## src/rtl/conv_pkg.sv

```systemverilog
// rtl/conv_pkg.sv - shared state type and output-geometry helpers for the conv output writer
package conv_pkg;

  typedef enum logic [1:0] {
    ST_IDLE = 2'd0,
    ST_RUN  = 2'd1,
    ST_DONE = 2'd2
  } writer_state_t;

  // Edge length of a valid (no padding, stride 1) convolution output
  function automatic int conv_out_dim(input int image_size, input int kernel_size);
    return image_size - kernel_size + 1;
  endfunction

  // Number of result words making up one output frame
  function automatic int conv_out_pixels(input int image_size, input int kernel_size);
    return conv_out_dim(image_size, kernel_size) * conv_out_dim(image_size, kernel_size);
  endfunction

endpackage

```

## src/rtl/conv_out_writer_if.sv

```systemverilog
// rtl/conv_out_writer_if.sv - result stream in, output buffer write port out, frame status
interface conv_out_writer_if #(
  parameter int DATA_WIDTH = 16,
  parameter int ADDR_WIDTH = 8
);

  logic                  arm;
  logic                  in_valid;
  logic [DATA_WIDTH-1:0] in_data;
  logic                  in_ready;
  logic                  mem_ready;
  logic                  mem_we;
  logic [ADDR_WIDTH-1:0] mem_addr;
  logic [DATA_WIDTH-1:0] mem_wdata;
  logic [ADDR_WIDTH:0]   wr_count;
  logic                  done;

  // Controller / producer / buffer side
  modport master (
    output arm, in_valid, in_data, mem_ready,
    input  in_ready, mem_we, mem_addr, mem_wdata, wr_count, done
  );

  // Writer side
  modport slave (
    input  arm, in_valid, in_data, mem_ready,
    output in_ready, mem_we, mem_addr, mem_wdata, wr_count, done
  );

endinterface

```

## src/rtl/conv_skid_fifo.sv

```systemverilog
// rtl/conv_skid_fifo.sv - two-entry FIFO decoupling result acceptance from buffer writes
module conv_skid_fifo #(
  parameter int DATA_WIDTH = 16
) (
  input  logic                  clk,
  input  logic                  rst,
  input  logic                  flush,
  input  logic                  push,
  input  logic [DATA_WIDTH-1:0] push_data,
  input  logic                  pop,
  output logic [DATA_WIDTH-1:0] head,
  output logic                  full,
  output logic                  empty
);

  logic [DATA_WIDTH-1:0] slot_q [2];
  logic [DATA_WIDTH-1:0] slot_d [2];
  logic                  wr_ptr_q, wr_ptr_d;
  logic                  rd_ptr_q, rd_ptr_d;
  logic [1:0]            count_q, count_d;
  logic                  do_push, do_pop;

  assign full    = (count_q == 2'd2);
  assign empty   = (count_q == 2'd0);
  assign head    = slot_q[rd_ptr_q];
  // A push against a full FIFO is dropped here even if a pop happens the same cycle
  assign do_push = push && !full;
  assign do_pop  = pop && !empty;

  // Next pointers/occupancy; flush wins and leaves stale slot contents unreachable
  always_comb begin
    slot_d   = slot_q;
    wr_ptr_d = wr_ptr_q;
    rd_ptr_d = rd_ptr_q;
    count_d  = count_q;
    if (flush) begin
      wr_ptr_d = 1'b0;
      rd_ptr_d = 1'b0;
      count_d  = 2'd0;
    end else begin
      if (do_push) begin
        slot_d[wr_ptr_q] = push_data;
        wr_ptr_d         = ~wr_ptr_q;
      end
      if (do_pop) begin
        rd_ptr_d = ~rd_ptr_q;
      end
      case ({do_push, do_pop})
        2'b10:   count_d = count_q + 2'd1;
        2'b01:   count_d = count_q - 2'd1;
        default: count_d = count_q;
      endcase
    end
  end

  // Storage is cleared on reset so the head reads zero immediately
  always_ff @(posedge clk or posedge rst) begin
    if (rst) begin
      slot_q[0] <= '0;
      slot_q[1] <= '0;
      wr_ptr_q  <= 1'b0;
      rd_ptr_q  <= 1'b0;
      count_q   <= 2'd0;
    end else begin
      slot_q    <= slot_d;
      wr_ptr_q  <= wr_ptr_d;
      rd_ptr_q  <= rd_ptr_d;
      count_q   <= count_d;
    end
  end

endmodule

```

## src/rtl/conv_out_writer.sv

```systemverilog
// rtl/conv_out_writer.sv - writes one frame of conv results to the output buffer in raster order (CONV_WRITER_RELU_EN clamps negative words to zero)
module conv_out_writer
  import conv_pkg::*;
#(
  parameter int IMAGE_SIZE  = 16,
  parameter int KERNEL_SIZE = 3,
  parameter int DATA_WIDTH  = 16,
  parameter int ADDR_WIDTH  = 8
) (
  input  logic            clk,
  input  logic            rst,
  conv_out_writer_if.slave bus
);

  localparam int                  OUT_PIXELS = conv_out_pixels(IMAGE_SIZE, KERNEL_SIZE);
  localparam int                  LAST_IDX   = OUT_PIXELS - 1;
  localparam logic [ADDR_WIDTH:0] PIX_CNT    = OUT_PIXELS[ADDR_WIDTH:0];
  localparam logic [ADDR_WIDTH:0] LAST_CNT   = LAST_IDX[ADDR_WIDTH:0];

  writer_state_t         state_q, state_d;
  logic [ADDR_WIDTH:0]   wr_count_q, wr_count_d;
  logic [ADDR_WIDTH:0]   acc_count_q, acc_count_d;
  logic                  done_q, done_d;

  logic                  fifo_full, fifo_empty;
  logic                  in_ready, mem_we, push;
  logic [DATA_WIDTH-1:0] push_data, fifo_head;

  // Ready depends only on registered state so it never loops back through in_valid
  assign in_ready = (state_q == ST_RUN) && !fifo_full && (acc_count_q < PIX_CNT);
  assign mem_we   = (state_q == ST_RUN) && !fifo_empty && bus.mem_ready;
  assign push     = bus.in_valid && in_ready;

  assign bus.in_ready  = in_ready;
  assign bus.mem_we    = mem_we;
  assign bus.mem_addr  = wr_count_q[ADDR_WIDTH-1:0];
  assign bus.mem_wdata = fifo_head;
  assign bus.wr_count  = wr_count_q;
  assign bus.done      = done_q;

  // Word entering the FIFO; optional clamp of sign-bit words adds no latency
  always_comb begin
    push_data = bus.in_data;
`ifdef CONV_WRITER_RELU_EN
    if (bus.in_data[DATA_WIDTH-1]) begin
      push_data = '0;
    end
`endif
  end

  conv_skid_fifo #(
    .DATA_WIDTH (DATA_WIDTH)
  ) u_fifo (
    .clk       (clk),
    .rst       (rst),
    .flush     (bus.arm),
    .push      (push),
    .push_data (push_data),
    .pop       (mem_we),
    .head      (fifo_head),
    .full      (fifo_full),
    .empty     (fifo_empty)
  );

  // Frame sequencing; arm restarts from any state and discards counts
  always_comb begin
    state_d     = state_q;
    wr_count_d  = wr_count_q;
    acc_count_d = acc_count_q;
    done_d      = done_q;
    if (bus.arm) begin
      state_d     = ST_RUN;
      wr_count_d  = '0;
      acc_count_d = '0;
      done_d      = 1'b0;
    end else begin
      case (state_q)
        ST_RUN: begin
          if (push) begin
            acc_count_d = acc_count_q + 1'b1;
          end
          if (mem_we) begin
            wr_count_d = wr_count_q + 1'b1;
            if (wr_count_q == LAST_CNT) begin
              state_d = ST_DONE;
              done_d  = 1'b1;
            end
          end
        end
        ST_DONE: done_d = 1'b1;
        default: state_d = ST_IDLE;
      endcase
    end
  end

  // State and counter registers, cleared asynchronously
  always_ff @(posedge clk or posedge rst) begin
    if (rst) begin
      state_q     <= ST_IDLE;
      wr_count_q  <= '0;
      acc_count_q <= '0;
      done_q      <= 1'b0;
    end else begin
      state_q     <= state_d;
      wr_count_q  <= wr_count_d;
      acc_count_q <= acc_count_d;
      done_q      <= done_d;
    end
  end

endmodule
```

## src/flat_wrapper.sv

```systemverilog
// flat-port wrapper written by rule: the top's interface ports become plain ports
module conv_out_writer_flat import conv_pkg::*;
#(
  parameter int IMAGE_SIZE  = 16,
  parameter int KERNEL_SIZE = 3,
  parameter int DATA_WIDTH  = 16,
  parameter int ADDR_WIDTH  = 8
)
  (clk, rst, bus_arm, bus_in_valid, bus_in_data, bus_mem_ready, bus_in_ready, bus_mem_we, bus_mem_addr, bus_mem_wdata, bus_wr_count, bus_done);
  conv_out_writer_if #(.DATA_WIDTH(DATA_WIDTH), .ADDR_WIDTH(ADDR_WIDTH)) bus_i ();
  input  logic clk;
  input  logic rst;
  input wire logic [$bits(bus_i.arm)-1:0] bus_arm;
  input wire logic [$bits(bus_i.in_valid)-1:0] bus_in_valid;
  input wire logic [$bits(bus_i.in_data)-1:0] bus_in_data;
  input wire logic [$bits(bus_i.mem_ready)-1:0] bus_mem_ready;
  output wire logic [$bits(bus_i.in_ready)-1:0] bus_in_ready;
  output wire logic [$bits(bus_i.mem_we)-1:0] bus_mem_we;
  output wire logic [$bits(bus_i.mem_addr)-1:0] bus_mem_addr;
  output wire logic [$bits(bus_i.mem_wdata)-1:0] bus_mem_wdata;
  output wire logic [$bits(bus_i.wr_count)-1:0] bus_wr_count;
  output wire logic [$bits(bus_i.done)-1:0] bus_done;
  assign bus_i.arm = bus_arm;
  assign bus_i.in_valid = bus_in_valid;
  assign bus_i.in_data = bus_in_data;
  assign bus_i.mem_ready = bus_mem_ready;
  assign bus_in_ready = bus_i.in_ready;
  assign bus_mem_we = bus_i.mem_we;
  assign bus_mem_addr = bus_i.mem_addr;
  assign bus_mem_wdata = bus_i.mem_wdata;
  assign bus_wr_count = bus_i.wr_count;
  assign bus_done = bus_i.done;
  conv_out_writer #(.IMAGE_SIZE(IMAGE_SIZE), .KERNEL_SIZE(KERNEL_SIZE), .DATA_WIDTH(DATA_WIDTH), .ADDR_WIDTH(ADDR_WIDTH)) u_core (.clk(clk), .rst(rst), .bus(bus_i));
endmodule
```

## config.mk

```make
export PLATFORM = sky130hd
export DESIGN_NAME = conv_out_writer_flat
export DESIGN_NICKNAME = d
export VERILOG_FILES = /design/src/rtl/conv_pkg.sv /design/src/rtl/conv_out_writer_if.sv /design/src/rtl/conv_skid_fifo.sv /design/src/rtl/conv_out_writer.sv /design/src/flat_wrapper.sv
export SDC_FILE = /design/constraint.sdc
export NUM_CORES = 1
export LEC_CHECK = 0
export CORE_UTILIZATION = 35
export CTS_BUF_LIST = sky130_fd_sc_hd__clkbuf_4 sky130_fd_sc_hd__clkbuf_8
export CTS_CLUSTER_DIAMETER = 150
export DETAILED_ROUTE_END_ITERATION = 8
export REMOVE_ABC_BUFFERS = 1
export SETUP_SLACK_MARGIN = 0.15
export SLEW_MARGIN = 5
export SYNTH_ARGS = -nofsm -noshare
export SYNTH_HDL_FRONTEND = slang
export SYNTH_SLANG_ARGS = --single-unit
```

## constraint.sdc

```tcl
create_clock -name clk -period 3.33 [get_ports clk]
set_clock_uncertainty 0.15 [all_clocks]
set_input_delay 0.666 -clock clk [delete_from_list [all_inputs] [get_ports clk]]
set_output_delay 0.666 -clock clk [all_outputs]
set_load 0.01 [all_outputs]
```

==> flow_metrics.py, run 1 <==
metrics = {
    "timing": {
        "hold_violations": 0,
        "final-max-slew-violation-count": 0,
        "rsz0062_at_grt": "no",
        "fin_crit_sh": 0.872,
        "final-setup-viol-count": 0,
        "timing.fmax_mhz": 344,
        "setup_tns_ps": 0,
        "tightest_slew_ps": 588,
        "slew_headroom": 0.607,
        "post-route-min-period_ps": 2900,
    },
    "floorplanning": {
        "design.die.area_um2": 8350,
        "ios": 57,
        "die_y_um": 91.4,
        "dieWidth_um": 91.4,
        "start_util": 0.362,
        "coreArea_um2": 7730,
        "rows": 32,
    },
    "clock_tree": {
        "cts-buffers-inserted": 9,
        "cts_tree": "built",
        "clkSinkCount": 57,
        "root_buffer": "clkbuf_8",
        "clockBufferDepth": 2,
        "cts_resized": 1,
        "clock_latency_ps": 320,
        "path_clk_slew_ps": 70,
        "post_cts_buffers": 0,
        "h-tree-depth": 3,
        "hold_buffers": 0,
    },
    "logic_synthesis": {
        "postSynthCellCount": 233,
        "synth_top_cell_by_area": "dfrtp_1",
        "yosys-top-cells-count": "dfrtp_1, mux2_2, nor2_1",
        "synth_area_um2": 2800,
        "syn_avg_cell_area_um2": 12.0,
        "yosysWarnings": 0,
        "dominantRegCellSynth": "dfrtp_1",
        "yosysMostFrequentCell": "dfrtp_1",
        "yosysTopAreaCellShare": 0.510,
        "synth_seq_cells": 57,
        "netlist_top_cells_area": "dfrtp_1, mux2_2, mux2_4",
        "synthDistinctLibCells": 37,
        "synth_edf_count": 0,
        "async_reset_ff_frac": 1.00,
        "ys_seq_area_frac": 0.510,
    },
    "power": {
        "power_density_nw_per_um2": 523,
        "power_leakage_nw": 1.53,
        "ir_drop_uv": 196,
    },
    "global_route": {
        "grt_remaining_overflow": 0,
        "grt_pass1_wl_um": 9820,
        "grt_pass1_vias": 2014,
        "grt_start_max_net_pins": 34,
        "grt_usage": 0.151,
        "antenna_found_initial": 0,
    },
    "drt": {
        "ant_nets": 0,
        "vias": 1964,
        "vias_per_cell": 4.95,
        "drt_pass1_iterations": 4,
        "drt_wl_total_um": 5730,
        "top_layer": "met4",
        "drtIter0Drc": 90,
        "met1_length_um": 2740,
        "drc": 0,
        "wl_met2_um": 2740,
        "wl_met3_um": 169,
        "wl_per_cell_um": 14.4,
    },
    "setup_path": {
        "path_class": "register to output pin",
        "crit_path_start": "u_core.acc_count_q[2]$_DFFE_PP0P_",
        "r2r_slack_ps": 590,
        "start_kind": "register",
        "cp.arrival_ps": 2090,
        "worst-path-max-fanout": 6,
        "worstPathRequired_ps": 2510,
        "critPathCapture": "bus_in_ready",
        "worst_setup_path_end_kind": "output pin",
        "r2r-end": "u_core.u_fifo.slot_q[0]$_DFFE_PP0P_",
        "rr_worst_depth": 5,
        "r2r-start": "u_core.acc_count_q[2]$_DFFE_PP0P_",
    },
    "min_path": {
        "hold_class": "register to register",
    },
    "final_layout": {
        "drive_gt1_frac": 0.275,
        "nFillCells": 716,
        "nets": 313,
        "multi_input_area_um2": 1230,
        "regArea_um2": 1430,
        "antenna_cells": 0,
        "synthToLayoutAreaGrowth_pct": 29.9,
        "final_cells": 397,
    },
    "place": {
        "place.gp.congestion": 0.730,
        "port_buffers": 56,
        "hpwl_um": 3870,
        "dp.cells": 381,
    },
    "outcome": {
        "outcome": "complete, no violations",
    },
    "flow_run": {
        "drv_cap": 0,
    },
}
-- cell type report --
type / count / area share
clock buffer: 10 / 0.0379
clock inverter: 6 / 0.0120
timing repair buffer: 65 / 0.176
tap: 102 / 0.0351
inverter: 8 / 0.00826
multi-input combinational: 149 / 0.338
sequential: 57 / 0.392
-- power breakdown --
| group | leakage [nW] | switching, mW | internal [mW] |
|---|---|---|---|
| clock | 0.0922 | 0.294 | 0.291 |
| combinational | 0.718 | 0.160 | 0.287 |
| sequential | 0.721 | 0.0616 | 0.807 |
-- worst max-delay path: stages (launching register included) --
cell           delay (ps)
dfrtp_1               420
or4_1                 540
a311o_1               370
inv_1                 150
dlygate4sd2_1         290
-- through the flow --
step	setup slack [ps]	total power, mW	hold WS [ps]	util	cell area, µm²
after floorplan	506	1.12	306	-	2690
after CTS	409	1.93	352	0.470	3630
after global routing	304	2.01	364	0.470	3630
after global placement	493	1.32	321	0.447	3450
after detailed placement	480	1.33	330	0.447	3450
final	427	1.90	347	0.470	3630
-- per-layer routing --
| layer | track usage | vias up |
|---|---|---|
| li1 | - | 940 |
| met1 | 0.205 | 976 |
| met2 | 0.234 | 41 |
| met3 | 0.0285 | 7 |
| met4 | 0.0675 | 0 |
| met5 | 0 | - |
-- how the worst min path moves through the flow --
stage,depth (start not counted),endpoint,start,slack [ps]
after floorplan,1,u_core.acc_count_q[8]$_DFFE_PP0P_,u_core.acc_count_q[8]$_DFFE_PP0P_,310
after global placement,1,u_core.u_fifo.slot_q[0]$_DFFE_PP0P_,u_core.u_fifo.slot_q[0]$_DFFE_PP0P_,320
after detailed placement,1,u_core.acc_count_q[8]$_DFFE_PP0P_,u_core.acc_count_q[8]$_DFFE_PP0P_,330
after CTS,1,u_core.u_fifo.slot_q[4]$_DFFE_PP0P_,u_core.u_fifo.slot_q[4]$_DFFE_PP0P_,350
after global routing,1,u_core.u_fifo.slot_q[6]$_DFFE_PP0P_,u_core.u_fifo.slot_q[6]$_DFFE_PP0P_,360
final,1,u_core.acc_count_q[8]$_DFFE_PP0P_,u_core.acc_count_q[8]$_DFFE_PP0P_,350
-- cells in the final DEF (no fill, tap or decap), types with 7 or more instances in the layout --
master and instances:
inv_1 7, buf_4 8, dfrtp_1 57, clkbuf_8 10, xnor2_1 7, nor2_1 15, mux2_4 10, nor2b_1 7
a21oi_1 8, clkdlybuf4s50_1 55, mux2_2 42, nor4_1 9
-- flip-flops by register name (all words and copies together), names as in the netlist --
name	cells
u_core.u_fifo.wr_ptr_q	1
u_core.u_fifo.count_q	2
u_core.u_fifo.rd_ptr_q	1
u_core.bus.done	1
u_core.state_q	2
u_core.bus.wr_count	9
u_core.acc_count_q	9
u_core.u_fifo.slot_q	32
-- kinds of logic after synthesis --
kind of cell / synth area share
adder cells (fa/ha/maj): 0.00894
AO/OA/AOI/OAI: 0.0398
buffers and inverters: 0.0505
multiplexers: 0.230
AND/OR/NAND/NOR: 0.136
XOR/XNOR: 0.0250
flip-flops: 0.510
Power figures use the tool's default switching activity.
==> run 2: changes to the inputs <==
==> constraint.sdc (replaced) <==
create_clock -name clk -period 3.33 [get_ports clk]
set_clock_uncertainty 0.15 [all_clocks]
set_input_delay 0.666 -clock clk [delete_from_list [all_inputs] [get_ports clk]]
set_output_delay 0.666 -clock clk [all_outputs]
set_load 0.1 [all_outputs]
==> run 2 against run 1 <==
Wire length is 4.1% lower. Final cell count is 0.76% lower. Critical path depth stayed put. Critical path type unchanged. Sequential power is 0.8% higher. First-iteration DRC count is 2.2% higher. Critical endpoint unchanged. Largest power group unchanged. Highest routed layer unchanged. Utilization is 0.91 points lower. Total power is 25% higher. Sequential cell count stayed put. Largest cell class unchanged. Global-route usage is 0.66 points lower.
==> flow_metrics.py, run 2 (same netlist as run 1, synthesis figures left out) <==
metrics = {
    "place": {
        "dp.cells": 378,
        "port_buffers": 56,
        "place.gp.congestion": 0.743,
        "hpwl_um": 3800,
        "pre_cts_slack_ps": 552,
        "post_dp_cell_area_um2": 3350,
    },
    "min_path": {
        "hold_class": "register to register",
        "hold_depth": 1,
    },
    "global_route": {
        "grt_pass1_vias": 1878,
        "grt_start_max_net_pins": 33,
        "grt_pass1_wl_um": 9300,
        "grt_remaining_overflow": 0,
        "grt_usage": 0.145,
        "antenna_found_initial": 0,
    },
    "timing": {
        "final-max-slew-violation-count": 0,
        "slew_headroom": 0.469,
        "final-setup-viol-count": 0,
        "post-route-min-period_ps": 3070,
        "setup_tns_ps": 0,
        "timing.fmax_mhz": 326,
        "rsz0062_at_grt": "no",
        "tightest_slew_ps": 796,
        "worst_slack_ps": 264,
        "fin_crit_sh": 0.921,
        "hold_violations": 0,
    },
    "clock_tree": {
        "cts_tree": "built",
        "post_cts_buffers": 0,
        "clkSinkCount": 57,
        "root_buffer": "clkbuf_8",
        "path_clk_slew_ps": 60,
        "cts_resized": 0,
        "hold_buffers": 0,
        "h-tree-depth": 3,
        "clock_latency_ps": 330,
        "clockBufferDepth": 2,
        "cts-buffers-inserted": 9,
    },
    "flow_run": {
        "drv_cap": 0,
    },
    "drt": {
        "wl_met3_um": 208,
        "wl_met2_um": 2510,
        "drtIter0Drc": 92,
        "drt_pass1_iterations": 4,
        "vias": 1931,
        "met1_length_um": 2650,
        "drc": 0,
        "wl_per_cell_um": 13.9,
        "top_layer": "met4",
        "ant_nets": 0,
        "vias_per_cell": 4.90,
        "drt_wl_total_um": 5490,
    },
    "final_layout": {
        "final_cells": 394,
        "largest_register_ffs": 32,
        "mostFrequentLayoutCell": "dfrtp_1",
        "synthToLayoutAreaGrowth_pct": 27.4,
        "drive_gt1_frac": 0.390,
        "postLayoutCellArea_um2": 3560,
        "antenna_cells": 0,
        "regMostFlops": "u_core.u_fifo.slot_q",
        "nets": 310,
        "final_cell_mix": "dfrtp_1, mux2_2, buf_4",
    },
    "floorplanning": {
        "start_util": 0.362,
        "rows": 32,
        "design.die.area_um2": 8350,
        "ios": 57,
        "coreArea_um2": 7730,
        "dieWidth_um": 91.4,
        "die_y_um": 91.4,
    },
    "setup_path": {
        "path_class": "register to output pin",
        "worst_setup_path_end_kind": "output pin",
        "rr_worst_depth": 5,
        "worstPathRequired_ps": 2510,
        "start_kind": "register",
        "cp.arrival_ps": 2250,
        "worst-path-max-fanout": 15,
    },
    "power": {
        "power_density_nw_per_um2": 666,
        "power_leakage_nw": 1.59,
        "ir_drop_uv": 314,
    },
    "outcome": {
        "outcome": "complete, no violations",
    },
}
-- run 2: stage by stage --
stage | hold slack [ps] | util | total power [mW]
floorplan | 306 | - | 1.56
global placement | 319 | 0.434 | 1.71
detailed placement | 332 | 0.434 | 1.72
CTS | 347 | 0.461 | 2.40
global route | 364 | 0.461 | 2.47
finish | 346 | 0.461 | 2.37
-- run 2: power breakdown --
group,total (mW),switching (mW),internal [mW]
Sequential,0.875,0.0679,0.807
Combinational,0.830,0.567,0.263
Clock,0.669,0.275,0.395
-- run 2: cell type report --
| type | instances | area [µm²] |
|---|---|---|
| tap | 102 | 128 |
| clock buffer | 12 | 159 |
| timing repair buffer | 62 | 541 |
| inverter | 8 | 30.0 |
| fill | 724 | 4160 |
| multi-input combinational | 149 | 1230 |
| sequential | 57 | 1430 |
| clock inverter | 4 | 51.3 |
-- run 2: final timing paths --
path	start	slack, ps	to
max	u_core.acc_count_q[2]$_DFFE_PP0P_	260	bus_in_ready
min	u_core.u_fifo.slot_q[0]$_DFFE_PP0P_	350	u_core.u_fifo.slot_q[0]$_DFFE_PP0P_
max reg2reg	u_core.acc_count_q[2]$_DFFE_PP0P_	590	u_core.u_fifo.slot_q[26]$_DFFE_PP0P_
min reg2reg	u_core.u_fifo.slot_q[0]$_DFFE_PP0P_	350	u_core.u_fifo.slot_q[0]$_DFFE_PP0P_
max in group asynchronous	rst	1810	u_core.u_fifo.slot_q[18]$_DFFE_PP0P_
min in group asynchronous	rst	580	u_core.u_fifo.slot_q[10]$_DFFE_PP0P_
-- run 2: metal layers --
layer,track usage,up-vias
li1,-,935
met1,0.201,937
met2,0.208,50
met3,0.0310,9
met4,0.0794,0
met5,0,-
-- run 2: critical path, stage by stage, from the launching register on --
cell and delay, ps:
dfrtp_1 420, or4_1 520, a311o_1 520, inv_1 250, buf_12 210
==> RTL change: new RTL, settings of run 1 <==
Add a define of `CONV_WRITER_RELU_EN`.
--- a/src/rtl/conv_out_writer.sv
+++ b/src/rtl/conv_out_writer.sv
@@ -1,3 +1,5 @@
 // rtl/conv_out_writer.sv - writes one frame of conv results to the output buffer in raster order (CONV_WRITER_RELU_EN clamps negative words to zero)
+`define CONV_WRITER_RELU_EN
+
 module conv_out_writer
   import conv_pkg::*;
Formal check against the unedited RTL: not equivalent (a bounded check fails within 4 cycles, from zero or initial values and one cycle with rst high).
==> RTL change against run 1 <==
Wire length decreased by 2.7%. Cell count decreased by 0.25%. Combinational power decreased by 19%. Largest cell class unchanged. Final area decreased by 3.4%. Setup slack got worse by 0.034 ns. Via count decreased by 0.87%. Sequential cell count decreased by 2. Worst hold slack improved by 0.0055 ns. Die area increased by 0.57%. Area after synthesis increased by 0.58%. Total power decreased by 20%. Core utilization decreased by 1.8 points.
==> RTL change: results (changes against run 1) <==
place:
  dp_hpwl_mm: 3.799  # -1.9%
  post-place-cells: 388  # +1.8%
  place.gp.congestion: 0.7101  # -2.7%
  dp_slack_ns: 0.3808  # -0.09923 ns
  io_buffers: 55  # -1.8%
final_layout:
  clkCellAreaFrac_pct: 2.530  # -2.5 points
  buffer_area_share_pct: 17.03  # -0.56 points
  largest_reg_flops: 30  # -6.3%
  multi_input_area_sq_um: 1282  # +4.3%
  fillCellCount: 761  # +6.3%
  seq_area_sq_um: 1376  # -3.5%
  nets: 316  # +0.96%
  multi_input_cells: 160  # +7.4%
  drive_gt1_share_pct: 22.45  # -5.0 points
grt:
  grt_usage_pct: 13.96  # -1.2 points
  use_met2_pct: 22.49  # -0.94 points
  use_met1_pct: 19.65  # -0.84 points
  grt_pass1_wl_mm: 9.384  # -4.4%
pwr:
  comb_cell_power_uw: 364  # -19%
  ir_worst_vdd_uv: 186.8  # -4.7%
  intPower_uw: 1134  # -18%
  pg_clk_uw: 367  # -37%
  p_leak_uw: 0.001536  # +0.33%
routing:
  first_iter_violations: 80  # -11%
  wl_mm: 5.576  # -2.7%
  met2WireLength_mm: 2.630  # -3.8%
  met1_length_mm: 2.785  # +1.5%
  viasPerCell: 4.917  # -0.62%
setup_path:
  cp-endpoint: "bus_mem_we"
  cp_max_fo: 5  # -1
  arrival_ns: 2.12  # +0.03 ns
  cpMaxStageDelayCell: "clkdlybuf4s50_1"
  critPathLaunch: "bus_mem_ready"
yosys:
  ys_seq_area_share_pct: 48.91  # -2.1 points
  syn_avg_cell_area_sq_um: 11.49  # -4.3%
  yosys-top-cells-area: "dfrtp_1, mux2_2, mux2_4"
  synth_cell_types: 42  # +14%
sta:
  worst_slew_pin_slew_ns: 0.7038  # +0.1158 ns
  fin_hold_ws_ns: 0.3522  # +0.005518 ns
clocking:
  cts_inserted_buffers: 5  # -4
  clkSlewWorstSetupHoldPaths_ns: 0.09  # +0.02 ns
  clock_sinks: 55  # -3.5%
  cts_max_level: 2  # -1
status:
  status: "complete, no violations"
## RTL change: cell types whose count changed in the layout (fill, tap and decap cells not counted), moves of 3 or more
cell,run 1,this run
mux2_2,42,38
nor2_1,15,11
and2_1,0,3
nor4_1,9,5
clkbuf_8,10,5
clkinv_4,3,0
nor2b_1,7,21
## RTL change: through the flow
stage	cell area, sq um	power [uW]
after global routing	3511	1616
final	3511	1528
after detailed placement	3420	1181
after CTS	3508	1555
after floorplan	2696	1013
after global placement	3420	1171
## RTL change: repair_timing
action | CTS | global route
setup endpoints to repair | 0 | 1
gates resized for setup | 0 | 1
hold buffers | 0 | 0
## RTL change: kinds of logic (layout without fill, tap and decap cells)
group                    count (synthesis)  in the layout  share of synthesized area [%]
AO/OA/AOI/OAI                           25             25                          5.514
AND/OR/NAND/NOR                         75             75                          15.61
adder cells (fa/ha/maj)                  2              2                         0.8891
flip-flops                              55             55                          48.91
other                                    1              1                         0.1333
multiplexers                            50             50                          21.25
buffers and inverters                   30             79                          5.513
XOR/XNOR                                 7              7                          2.179
